==> src/rtl/stream_arbiter_pkg.sv <==
// Shared constants for the round-robin stream arbiter and its grant selector.
package stream_arbiter_pkg;

  localparam int NUM_SOURCES_DEF = 4;
  localparam int DATA_WIDTH_DEF  = 8;
  localparam int ID_WIDTH_DEF    = $clog2(NUM_SOURCES_DEF);
  localparam int COUNT_WIDTH     = 16;

  // Source-index width, never below one bit.
  function automatic int id_width(input int n);
    return (n > 1) ? $clog2(n) : 1;
  endfunction

endpackage

==> src/rtl/rr_grant_select.sv <==
// Circular first-set search: picks the first request after last_grant, wrapping through last_grant.
module rr_grant_select
  import stream_arbiter_pkg::*;
#(
  parameter int NUM_SOURCES = NUM_SOURCES_DEF,
  parameter int ID_WIDTH    = id_width(NUM_SOURCES)
) (
  input  logic [NUM_SOURCES-1:0] request,
  input  logic [ID_WIDTH-1:0]    last_grant,
  output logic [NUM_SOURCES-1:0] grant,
  output logic [ID_WIDTH-1:0]    index,
  output logic                   any
);

  int                  cand;
  logic [ID_WIDTH-1:0] sel;

  always_comb begin
    grant = '0;
    index = '0;
    any   = 1'b0;
    cand  = 0;
    sel   = '0;
    for (int k = 1; k <= NUM_SOURCES; k++) begin
      cand = (int'(last_grant) + k) % NUM_SOURCES;
      sel  = ID_WIDTH'(cand);
      if (!any && request[sel]) begin
        grant[sel] = 1'b1;
        index      = sel;
        any        = 1'b1;
      end
    end
  end

endmodule

==> src/rtl/stream_arbiter.sv <==
// Round-robin merge of NUM_SOURCES valid/ready streams into one registered output stage,
// with a wrapping per-source transfer counter.
module stream_arbiter
  import stream_arbiter_pkg::*;
#(
  parameter  int NUM_SOURCES = NUM_SOURCES_DEF,
  parameter  int DATA_WIDTH  = DATA_WIDTH_DEF,
  localparam int ID_WIDTH    = id_width(NUM_SOURCES)
) (
  input  logic                                    clock,
  input  logic                                    reset,
  input  logic [NUM_SOURCES-1:0]                  in_valid,
  output logic [NUM_SOURCES-1:0]                  in_ready,
  input  logic [NUM_SOURCES-1:0][DATA_WIDTH-1:0]  in_data,
  output logic                                    out_valid,
  input  logic                                    out_ready,
  output logic [DATA_WIDTH-1:0]                   out_data,
  output logic [ID_WIDTH-1:0]                     out_id,
  output logic [NUM_SOURCES-1:0][COUNT_WIDTH-1:0] transfer_count
);

  logic                   load;
  logic [ID_WIDTH-1:0]    last_grant;
  logic [NUM_SOURCES-1:0] grant;
  logic [ID_WIDTH-1:0]    grant_idx;
  logic                   grant_any;

  rr_grant_select #(
    .NUM_SOURCES (NUM_SOURCES),
    .ID_WIDTH    (ID_WIDTH)
  ) u_select (
    .request    (in_valid),
    .last_grant (last_grant),
    .grant      (grant),
    .index      (grant_idx),
    .any        (grant_any)
  );

  // The output register can take a new beat when empty or being drained this cycle.
  assign load     = !out_valid || out_ready;
  assign in_ready = grant & {NUM_SOURCES{load && !reset}};

  always_ff @(posedge clock) begin
    if (reset) begin
      out_valid      <= 1'b0;
      out_data       <= '0;
      out_id         <= '0;
      last_grant     <= ID_WIDTH'(NUM_SOURCES - 1);
      transfer_count <= '0;
    end else if (load) begin
      if (grant_any) begin
        out_valid                 <= 1'b1;
        out_data                  <= in_data[grant_idx];
        out_id                    <= grant_idx;
        last_grant                <= grant_idx;
        transfer_count[grant_idx] <= transfer_count[grant_idx] + COUNT_WIDTH'(1);
      end else begin
        out_valid <= 1'b0;
      end
    end
  end

endmodule

==> config.mk <==
export PLATFORM = sky130hd
export DESIGN_NAME = stream_arbiter
export DESIGN_NICKNAME = d
export VERILOG_FILES = /design/src/rtl/stream_arbiter_pkg.sv /design/src/rtl/rr_grant_select.sv /design/src/rtl/stream_arbiter.sv
export SDC_FILE = /design/constraint.sdc
export NUM_CORES = 1
export LEC_CHECK = 0
export ABC_AREA = 1
export CORE_AREA = 2 2 100 102
export CTS_BUF_LIST = sky130_fd_sc_hd__clkbuf_4 sky130_fd_sc_hd__clkbuf_8
export CTS_CLUSTER_SIZE = 12
export DETAILED_ROUTE_END_ITERATION = 10
export DIE_AREA = 0 0 102 104
export PLACE_DENSITY = 0.81
export SLEW_MARGIN = 20
export SYNTH_ARGS = -nofsm -noshare
export SYNTH_HDL_FRONTEND = slang
export SYNTH_SLANG_ARGS = --single-unit
export TNS_END_PERCENT = 1
==> constraint.sdc <==
create_clock -name clock -period 3.3 [get_ports clock]
set_input_delay 0.825 -clock clock [delete_from_list [all_inputs] [get_ports clock]]
set_output_delay 0.825 -clock clock [all_outputs]
set_load 0.05 [all_outputs]
==> results of run 1 <==
-- stage by stage --
| step | cells | util, % | TNS (ns) | setup slack, ns |
|---|---|---|---|---|
| 3_5_place_dp | 993 | 67.5 | -8.60 | -0.229 |
| 6_report | 1009 | 70.5 | 0 | 0.178 |
| 2_1_floorplan | 717 | - | 0 | 0.333 |
| 5_1_grt | 1009 | 70.5 | 0 | 0.0756 |
| 4_1_cts | 1009 | 69.7 | 0 | 0.00674 |
| 3_3_place_gp | 993 | 67.5 | -6.19 | -0.182 |
-- timing repair --
| item | CTS | global route |
|---|---|---|
| pin swaps | 1 | 2 |
| gates resized for setup | 3 | 22 |
| setup buffers | 1 | 0 |
| endpoints found under the setup margin | 4 | 50 |
| cloned | 0 | 0 |
-- cells by family (layout without fill, tap and decap cells) --
logic type      Yosys count  in the layout  synth area share (%)
xor+xnor                  5              5                  1.24
buf+inv                 159            318                  14.0
fa+ha+maj                 9              9                  2.37
compound gates          146            146                  16.9
simple gates            321            321                  33.0
flops                    77             77                  32.5
-- cells in the final DEF (no fill, tap or decap), types with 13 or more instances in the layout --
cell                              count
sky130_fd_sc_hd__inv_1              119
sky130_fd_sc_hd__o21ai_0             42
sky130_fd_sc_hd__dfxtp_1             77
sky130_fd_sc_hd__nand3_1             51
sky130_fd_sc_hd__nand2_1            177
sky130_fd_sc_hd__nor2_1              24
sky130_fd_sc_hd__a22oi_1             15
sky130_fd_sc_hd__nor2_2              13
sky130_fd_sc_hd__buf_4               51
sky130_fd_sc_hd__nand2_2             15
sky130_fd_sc_hd__a21oi_1             63
sky130_fd_sc_hd__clkdlybuf4s50_1    109
-- metal layers --
layer	up-vias	GRT usage, %
met2	208	45.9
li1	2591	-
met5	-	0
met4	0	8.00
met1	2396	34.7
met3	32	5.58
-- worst register-to-register path, cell delays in order, from the launching register on --
cell and delay [ns]:
sky130_fd_sc_hd__dfxtp_1 0.38, sky130_fd_sc_hd__inv_4 0.09, sky130_fd_sc_hd__ha_4 0.26, sky130_fd_sc_hd__inv_1 0.08
sky130_fd_sc_hd__nand3_1 0.10, sky130_fd_sc_hd__nand2_2 0.13, sky130_fd_sc_hd__nand4_2 0.11, sky130_fd_sc_hd__nand2_1 0.11
sky130_fd_sc_hd__nand2_4 0.08, sky130_fd_sc_hd__buf_12 0.14, sky130_fd_sc_hd__buf_12 0.15, sky130_fd_sc_hd__nand3_1 0.07
sky130_fd_sc_hd__nand2_1 0.07, sky130_fd_sc_hd__nand2_1 0.07, sky130_fd_sc_hd__nand2_2 0.06, sky130_fd_sc_hd__nor2_2 0.14
sky130_fd_sc_hd__nand2_1 0.12, sky130_fd_sc_hd__nor2_4 0.24, sky130_fd_sc_hd__nand2_1 0.10, sky130_fd_sc_hd__nand2_2 0.09
sky130_fd_sc_hd__nand3_1 0.08, sky130_fd_sc_hd__nand2_1 0.07, sky130_fd_sc_hd__inv_1 0.04
-- worst paths after layout --
kind,from,end,cells past startpoint
max,in_valid[3],in_ready[1],12
max reg2reg,last_grant[0]$_SDFFE_PP1P_,transfer_count[63]$_SDFFE_PP0P_,22
min,transfer_count[1]$_SDFFE_PP0P_,transfer_count[1]$_SDFFE_PP0P_,2
min reg2reg,transfer_count[1]$_SDFFE_PP0P_,transfer_count[1]$_SDFFE_PP0P_,2
-- registers in the layout, summed over array words and instances, names as in the netlist --
signal	flops
transfer_count	64
out_data	8
out_valid	1
last_grant	2
out_id	2
-- layout make-up --
type / instances / area [µm²]
Clock buffer: 10 / 131
Clock inverter: 5 / 61.3
Fill cell: 813 / 2820
Inverter: 128 / 485
Multi-Input combinational cell: 481 / 2610
Sequential cell: 77 / 1540
Tap cell: 133 / 166
Timing Repair Buffer: 175 / 1730
==> run_summary.xml, run 1 <==
<?xml version="1.0" encoding="UTF-8"?>
<metrics>
  <group name="cells_and_area">
    <metric name="drive_gt1_share" unit="%">16.8</metric>
    <metric name="layout.nets" unit="">920</metric>
    <metric name="flow.area_growth_from_synthesis" unit="%">41.7</metric>
    <metric name="antenna_cells_inserted" unit="">0</metric>
    <metric name="final_design_area_no_fill" unit="µm²">6730</metric>
  </group>
  <group name="detailed_routing">
    <metric name="ant_nets" unit="">0</metric>
    <metric name="drt_pre_antenna_iters" unit="">6</metric>
    <metric name="wirelength_met1" unit="mm">5.95</metric>
    <metric name="met3_wirelength" unit="µm">903</metric>
    <metric name="detailroute.via_count" unit="">5227</metric>
    <metric name="drcViolationCount" unit="">0</metric>
    <metric name="detail_route.wirelength" unit="mm">14.0</metric>
    <metric name="met2WireLength" unit="mm">6.91</metric>
    <metric name="drt_initial_violations" unit="">252</metric>
    <metric name="via_per_inst" unit="">5.18</metric>
    <metric name="post_drt_wl_per_cell" unit="µm">13.9</metric>
    <metric name="highest_layer" unit="">met4</metric>
  </group>
  <group name="clock_network">
    <metric name="insertion_delay" unit="ns">0.36</metric>
    <metric name="clock_tree_from_tritoncts" unit="">built</metric>
    <metric name="hold_buffers" unit="">0</metric>
    <metric name="cts.reportedPaths.clkPinSlew" unit="ns">0.08</metric>
    <metric name="cts_made_buffers" unit="">9</metric>
    <metric name="num_clock_sinks" unit="">77</metric>
    <metric name="cts-htree-levels" unit="">3</metric>
    <metric name="clockRootBuffer" unit="">sky130_fd_sc_hd__clkbuf_8</metric>
    <metric name="clk_path_buf_depth" unit="">2</metric>
  </group>
  <group name="global_routing">
    <metric name="grt_max_degree" unit="">42</metric>
    <metric name="grt_antenna_before_repair" unit="">0</metric>
    <metric name="globalRouteTotalUtil" unit="%">27.2</metric>
    <metric name="grt_pass1_vias" unit="">5069</metric>
    <metric name="grt_first_pass_wirelength" unit="mm">23.5</metric>
    <metric name="grt_overflow_total" unit="">0</metric>
  </group>
  <group name="die">
    <metric name="die-height" unit="µm">104</metric>
    <metric name="number_of_placement_rows" unit="">36</metric>
    <metric name="floorplan.initialDensity" unit="%">49.7</metric>
    <metric name="core-area" unit="µm²">9550</metric>
    <metric name="boundaryPins" unit="">118</metric>
    <metric name="die_span_x" unit="µm">102</metric>
    <metric name="die_area" unit="µm²">10600</metric>
  </group>
  <group name="timing">
    <metric name="final-setup-viol-count" unit="">0</metric>
    <metric name="timing_max_transition_violations_final" unit="">0</metric>
    <metric name="rsz_0062_raised_after_global_routing" unit="">false</metric>
    <metric name="max_clock_freq" unit="MHz">320</metric>
    <metric name="final_period_minus_worst_setup_slack" unit="ns">3.12</metric>
    <metric name="slew_headroom" unit="%">40.0</metric>
    <metric name="worstMarginPinSlew" unit="ns">0.899</metric>
    <metric name="fin_worst_hold_slack" unit="ns">0.475</metric>
    <metric name="tcrit_tclk_final" unit="%">94.6</metric>
    <metric name="clock_skew" unit="ns">0.0114</metric>
    <metric name="hold_violations" unit="">0</metric>
  </group>
  <group name="synth">
    <metric name="number_of_enable_flip_flop_cells_after_synthesis" unit="">0</metric>
    <metric name="synth-main-ff-cell" unit="">sky130_fd_sc_hd__dfxtp_1</metric>
    <metric name="average_cell_area_after_synthesis" unit="µm²">6.62</metric>
    <metric name="yosysUniqueCellTypes" unit="">37</metric>
    <metric name="synth-seq-area-share" unit="%">32.5</metric>
    <metric name="most_frequent_cell_after_synthesis" unit="">sky130_fd_sc_hd__nand2_1</metric>
    <metric name="yosys.area.top_type" unit="">sky130_fd_sc_hd__dfxtp_1</metric>
    <metric name="synth_top_area_share" unit="%">32.5</metric>
    <metric name="ys_ff_latch" unit="">77</metric>
    <metric name="synth.area.top_cells" unit="">sky130_fd_sc_hd__dfxtp_1 (32%), sky130_fd_sc_hd__nand2_1 (14%), sky130_fd_sc_hd__inv_1 (9.7%), sky130_fd_sc_hd__a21oi_1 (6.8%), sky130_fd_sc_hd__nand3_1 (5.5%)</metric>
    <metric name="synthesis.yosys.warnings" unit="">0</metric>
    <metric name="synthesized_instance_count" unit="">717</metric>
    <metric name="share_of_async_settable_or_async_resettable_flops_after_synthesis" unit="%">0</metric>
    <metric name="synth.top_cells.by_count" unit="">sky130_fd_sc_hd__nand2_1 (179), sky130_fd_sc_hd__inv_1 (123), sky130_fd_sc_hd__dfxtp_1 (77)</metric>
    <metric name="syn_nets" unit="">765</metric>
    <metric name="synth_cell_area" unit="µm²">4750</metric>
  </group>
  <group name="setup_path">
    <metric name="worst-r2r-setup-slack" unit="ns">0.42</metric>
    <metric name="crit_buf_inv" unit="">5</metric>
    <metric name="critPathSlowestCell" unit="">sky130_fd_sc_hd__dlygate4sd2_1</metric>
    <metric name="criticalPathCategory" unit="">in -&gt; out</metric>
    <metric name="start_kind" unit="">input pin</metric>
    <metric name="worst_path_largest_cell_delay" unit="ns">0.25</metric>
    <metric name="cpMostUsedCell" unit="">sky130_fd_sc_hd__nand2_1</metric>
    <metric name="cp.arrival" unit="ns">2.30</metric>
    <metric name="timing.critical_path.cells" unit="">dlygate4sd2_1, nand2_1, nand3_2, buf_4, nand3_4, buf_6, nor2_1, a21oi_1, o221ai_2, nand2_1, inv_1, buf_12</metric>
    <metric name="cpLargestDelayFamily" unit="">buffers and inverters</metric>
    <metric name="critPathRequiredTime" unit="ns">2.47</metric>
    <metric name="cp_max_fo" unit="">4</metric>
    <metric name="nature_of_the_critical_path_endpoint" unit="">output port</metric>
  </group>
  <group name="place">
    <metric name="portBuffers" unit="">117</metric>
    <metric name="post_dp_cell_area" unit="µm²">6450</metric>
    <metric name="place.detailed.hpwl" unit="mm">10.4</metric>
    <metric name="globalplace.congestion" unit="">1.02</metric>
  </group>
  <group name="min_path">
    <metric name="hp-class" unit="">reg -&gt; reg</metric>
  </group>
  <group name="flow_run">
    <metric name="maxCapViolations" unit="">0</metric>
  </group>
  <group name="outcome">
    <metric name="outcome" unit="">finished clean</metric>
  </group>
</metrics>
Power of run 1 is not shown: default switching activity piles up to over one toggle a cycle in this logic, so the estimate is an artifact.
==> run 2: changes to the inputs <==
--- a/config.mk
+++ b/config.mk
@@ -7,10 +7,11 @@
 export LEC_CHECK = 0
 export ABC_AREA = 1
 export CORE_AREA = 2 2 100 102
-export CTS_BUF_LIST = sky130_fd_sc_hd__clkbuf_4 sky130_fd_sc_hd__clkbuf_8
+export CTS_BUF_LIST = sky130_fd_sc_hd__clkbuf_2
 export CTS_CLUSTER_SIZE = 12
 export DETAILED_ROUTE_END_ITERATION = 10
 export DIE_AREA = 0 0 102 104
+export HOLD_SLACK_MARGIN = 0.03
 export PLACE_DENSITY = 0.81
 export SLEW_MARGIN = 20
 export SYNTH_ARGS = -nofsm -noshare
==> run 2 against run 1 <==
  * Clock-buffer cell count is the same
  * Sequential share of layout area rose by 0.23 points
  * Hold slack better by 0.012 ns
  * Die area did not move
  * Worst setup slack got worse by 0.025 ns
  * Global-route usage rose by 0.059 points
  * Register-to-register slack lost 0.10 ns
  * Non-clock buffer count is 2 higher
  * Critical path depth unchanged
  * Clock skew up 0.021 ns
  * Utilization fell by 0.48 points
==> run_summary.xml, run 2 (synthesis results as in run 1) <==
<?xml version="1.0" encoding="UTF-8"?>
<metrics>
  <group name="global_routing">
    <metric name="grt_overflow_total" unit="">0</metric>
    <metric name="grt_max_degree" unit="">42</metric>
    <metric name="globalRouteTotalUtil" unit="%">27.3</metric>
    <metric name="grt_antenna_before_repair" unit="">0</metric>
    <metric name="grt_first_pass_wirelength" unit="mm">23.5</metric>
    <metric name="grt_pass1_vias" unit="">5076</metric>
  </group>
  <group name="detailed_routing">
    <metric name="post_drt_wl_per_cell" unit="µm">13.9</metric>
    <metric name="detail_route.wirelength" unit="mm">14.1</metric>
    <metric name="drcViolationCount" unit="">0</metric>
    <metric name="drt_initial_violations" unit="">295</metric>
    <metric name="via_per_inst" unit="">5.18</metric>
    <metric name="detailroute.via_count" unit="">5233</metric>
    <metric name="drt_pre_antenna_iters" unit="">5</metric>
    <metric name="ant_nets" unit="">0</metric>
  </group>
  <group name="clock_network">
    <metric name="clock_tree_from_tritoncts" unit="">built</metric>
    <metric name="cts_made_buffers" unit="">9</metric>
    <metric name="num_clock_sinks" unit="">77</metric>
    <metric name="insertion_delay" unit="ns">0.53</metric>
    <metric name="cts.reportedPaths.clkPinSlew" unit="ns">0.23</metric>
    <metric name="hold_buffers" unit="">0</metric>
    <metric name="clk_path_buf_depth" unit="">2</metric>
    <metric name="cts-htree-levels" unit="">3</metric>
    <metric name="clockRootBuffer" unit="">sky130_fd_sc_hd__clkbuf_2</metric>
  </group>
  <group name="place">
    <metric name="post_dp_cell_area" unit="µm²">6450</metric>
    <metric name="globalplace.congestion" unit="">1.02</metric>
    <metric name="portBuffers" unit="">117</metric>
    <metric name="place.detailed.hpwl" unit="mm">10.4</metric>
  </group>
  <group name="timing">
    <metric name="max_clock_freq" unit="MHz">318</metric>
    <metric name="final_period_minus_worst_setup_slack" unit="ns">3.15</metric>
    <metric name="hold_violations" unit="">0</metric>
    <metric name="clock_skew" unit="ns">0.0325</metric>
    <metric name="timing_max_transition_violations_final" unit="">0</metric>
    <metric name="slew_headroom" unit="%">38.6</metric>
    <metric name="final-setup-viol-count" unit="">0</metric>
    <metric name="tcrit_tclk_final" unit="%">95.4</metric>
    <metric name="worstMarginPinSlew" unit="ns">0.920</metric>
  </group>
  <group name="cells_and_area">
    <metric name="largest_register_ffs" unit="">64</metric>
    <metric name="final_design_area_no_fill" unit="µm²">6680</metric>
    <metric name="layout.filler_cells" unit="">831</metric>
    <metric name="top_library_cells_by_usage_in_the_layout_fill_and_taps_aside" unit="">sky130_fd_sc_hd__nand2_1 (177), sky130_fd_sc_hd__inv_1 (116), sky130_fd_sc_hd__clkdlybuf4s50_1 (109)</metric>
    <metric name="layout_top_registers" unit="">transfer_count x64, out_data x8</metric>
    <metric name="mostFrequentLayoutCell" unit="">sky130_fd_sc_hd__nand2_1</metric>
    <metric name="flow.area_growth_from_synthesis" unit="%">40.7</metric>
    <metric name="max_flop_register" unit="">transfer_count</metric>
    <metric name="antenna_cells_inserted" unit="">0</metric>
    <metric name="drive_gt1_share" unit="%">17.4</metric>
    <metric name="finalCoreUtilization" unit="%">70.0</metric>
    <metric name="layout.nets" unit="">922</metric>
  </group>
  <group name="die">
    <metric name="boundaryPins" unit="">118</metric>
    <metric name="die_span_x" unit="µm">102</metric>
    <metric name="floorplan.initialDensity" unit="%">49.7</metric>
    <metric name="number_of_placement_rows" unit="">36</metric>
    <metric name="die_area" unit="µm²">10600</metric>
    <metric name="die-height" unit="µm">104</metric>
    <metric name="core-area" unit="µm²">9550</metric>
  </group>
  <group name="setup_path">
    <metric name="nature_of_the_critical_path_endpoint" unit="">output port</metric>
    <metric name="critPathRequiredTime" unit="ns">2.47</metric>
    <metric name="cp_max_fo" unit="">10</metric>
    <metric name="criticalPathCategory" unit="">reg -&gt; out</metric>
    <metric name="start_kind" unit="">register</metric>
    <metric name="cp.arrival" unit="ns">2.32</metric>
  </group>
  <group name="flow_run">
    <metric name="maxCapViolations" unit="">0</metric>
  </group>
  <group name="min_path">
    <metric name="hp-class" unit="">reg -&gt; reg</metric>
  </group>
  <group name="outcome">
    <metric name="outcome" unit="">finished clean</metric>
  </group>
</metrics>
==> run 2: path summary, 6_finish.rpt <==
path | start | to | slack [ns] | depth (start not counted)
setup / recovery | last_grant[0]$_SDFFE_PP1P_ | in_ready[1] | 0.15 | 12
hold / removal | transfer_count[1]$_SDFFE_PP0P_ | transfer_count[1]$_SDFFE_PP0P_ | 0.49 | 2
setup reg to reg | last_grant[0]$_SDFFE_PP1P_ | transfer_count[23]$_SDFFE_PP0P_ | 0.32 | 23
hold reg to reg | transfer_count[1]$_SDFFE_PP0P_ | transfer_count[1]$_SDFFE_PP0P_ | 0.49 | 2
==> run 2: metal layers <==
metal	share of wire (%)	vias to the layer above	routed length [µm]	global-route usage (%)
met1	43	2400	6050	34.5
met3	5.8	27	817	5.17
li1	-	2598	-	-
met4	1.7	0	237	8.95
met2	50	208	6980	46.1
met5	0	-	0	0
==> run 2: cell type report <==
cell class / count / area (µm²) / area share, %
Tap cell: 133 / 166 / 2.49
Inverter: 128 / 493 / 7.38
Clock inverter: 5 / 61.3 / 0.917
Timing Repair Buffer: 177 / 1750 / 26.1
Clock buffer: 10 / 50.0 / 0.749
Multi-Input combinational cell: 481 / 2620 / 39.2
Sequential cell: 77 / 1550 / 23.1
==> run 2: timing repair <==
item	in CTS	in global routing
endpoints found under the setup margin	4	4
buffers inserted	1	3
gates resized for setup	6	28
pin swaps	1	3
==> run 2: stage by stage <==
stage | setup WS (ns) | instances | setup TNS [ns] | hold slack [ns]
6_report | 0.153 | 1011 | 0 | 0.488
5_1_grt | -0.00420 | 1011 | -0.00420 | 0.515
4_1_cts | 0.00681 | 1009 | 0 | 0.488
3_5_place_dp | -0.229 | 993 | -8.60 | 0.462
3_3_place_gp | -0.182 | 993 | -6.19 | 0.455
2_1_floorplan | 0.333 | 717 | 0 | 0.689
==> run 2: worst max-delay path, cell delays in order (launching register included) <==
cell	delay [ns]
sky130_fd_sc_hd__dfxtp_4	0.42
sky130_fd_sc_hd__inv_6	0.06
sky130_fd_sc_hd__ha_4	0.29
sky130_fd_sc_hd__nand3_2	0.11
sky130_fd_sc_hd__nand2_4	0.11
sky130_fd_sc_hd__inv_6	0.05
sky130_fd_sc_hd__nand3_4	0.12
sky130_fd_sc_hd__nor2_1	0.07
sky130_fd_sc_hd__a21oi_1	0.15
sky130_fd_sc_hd__o221ai_1	0.13
sky130_fd_sc_hd__nand2_1	0.10
sky130_fd_sc_hd__inv_2	0.05
sky130_fd_sc_hd__buf_12	0.14
Power of run 2 is left out for the same reason.
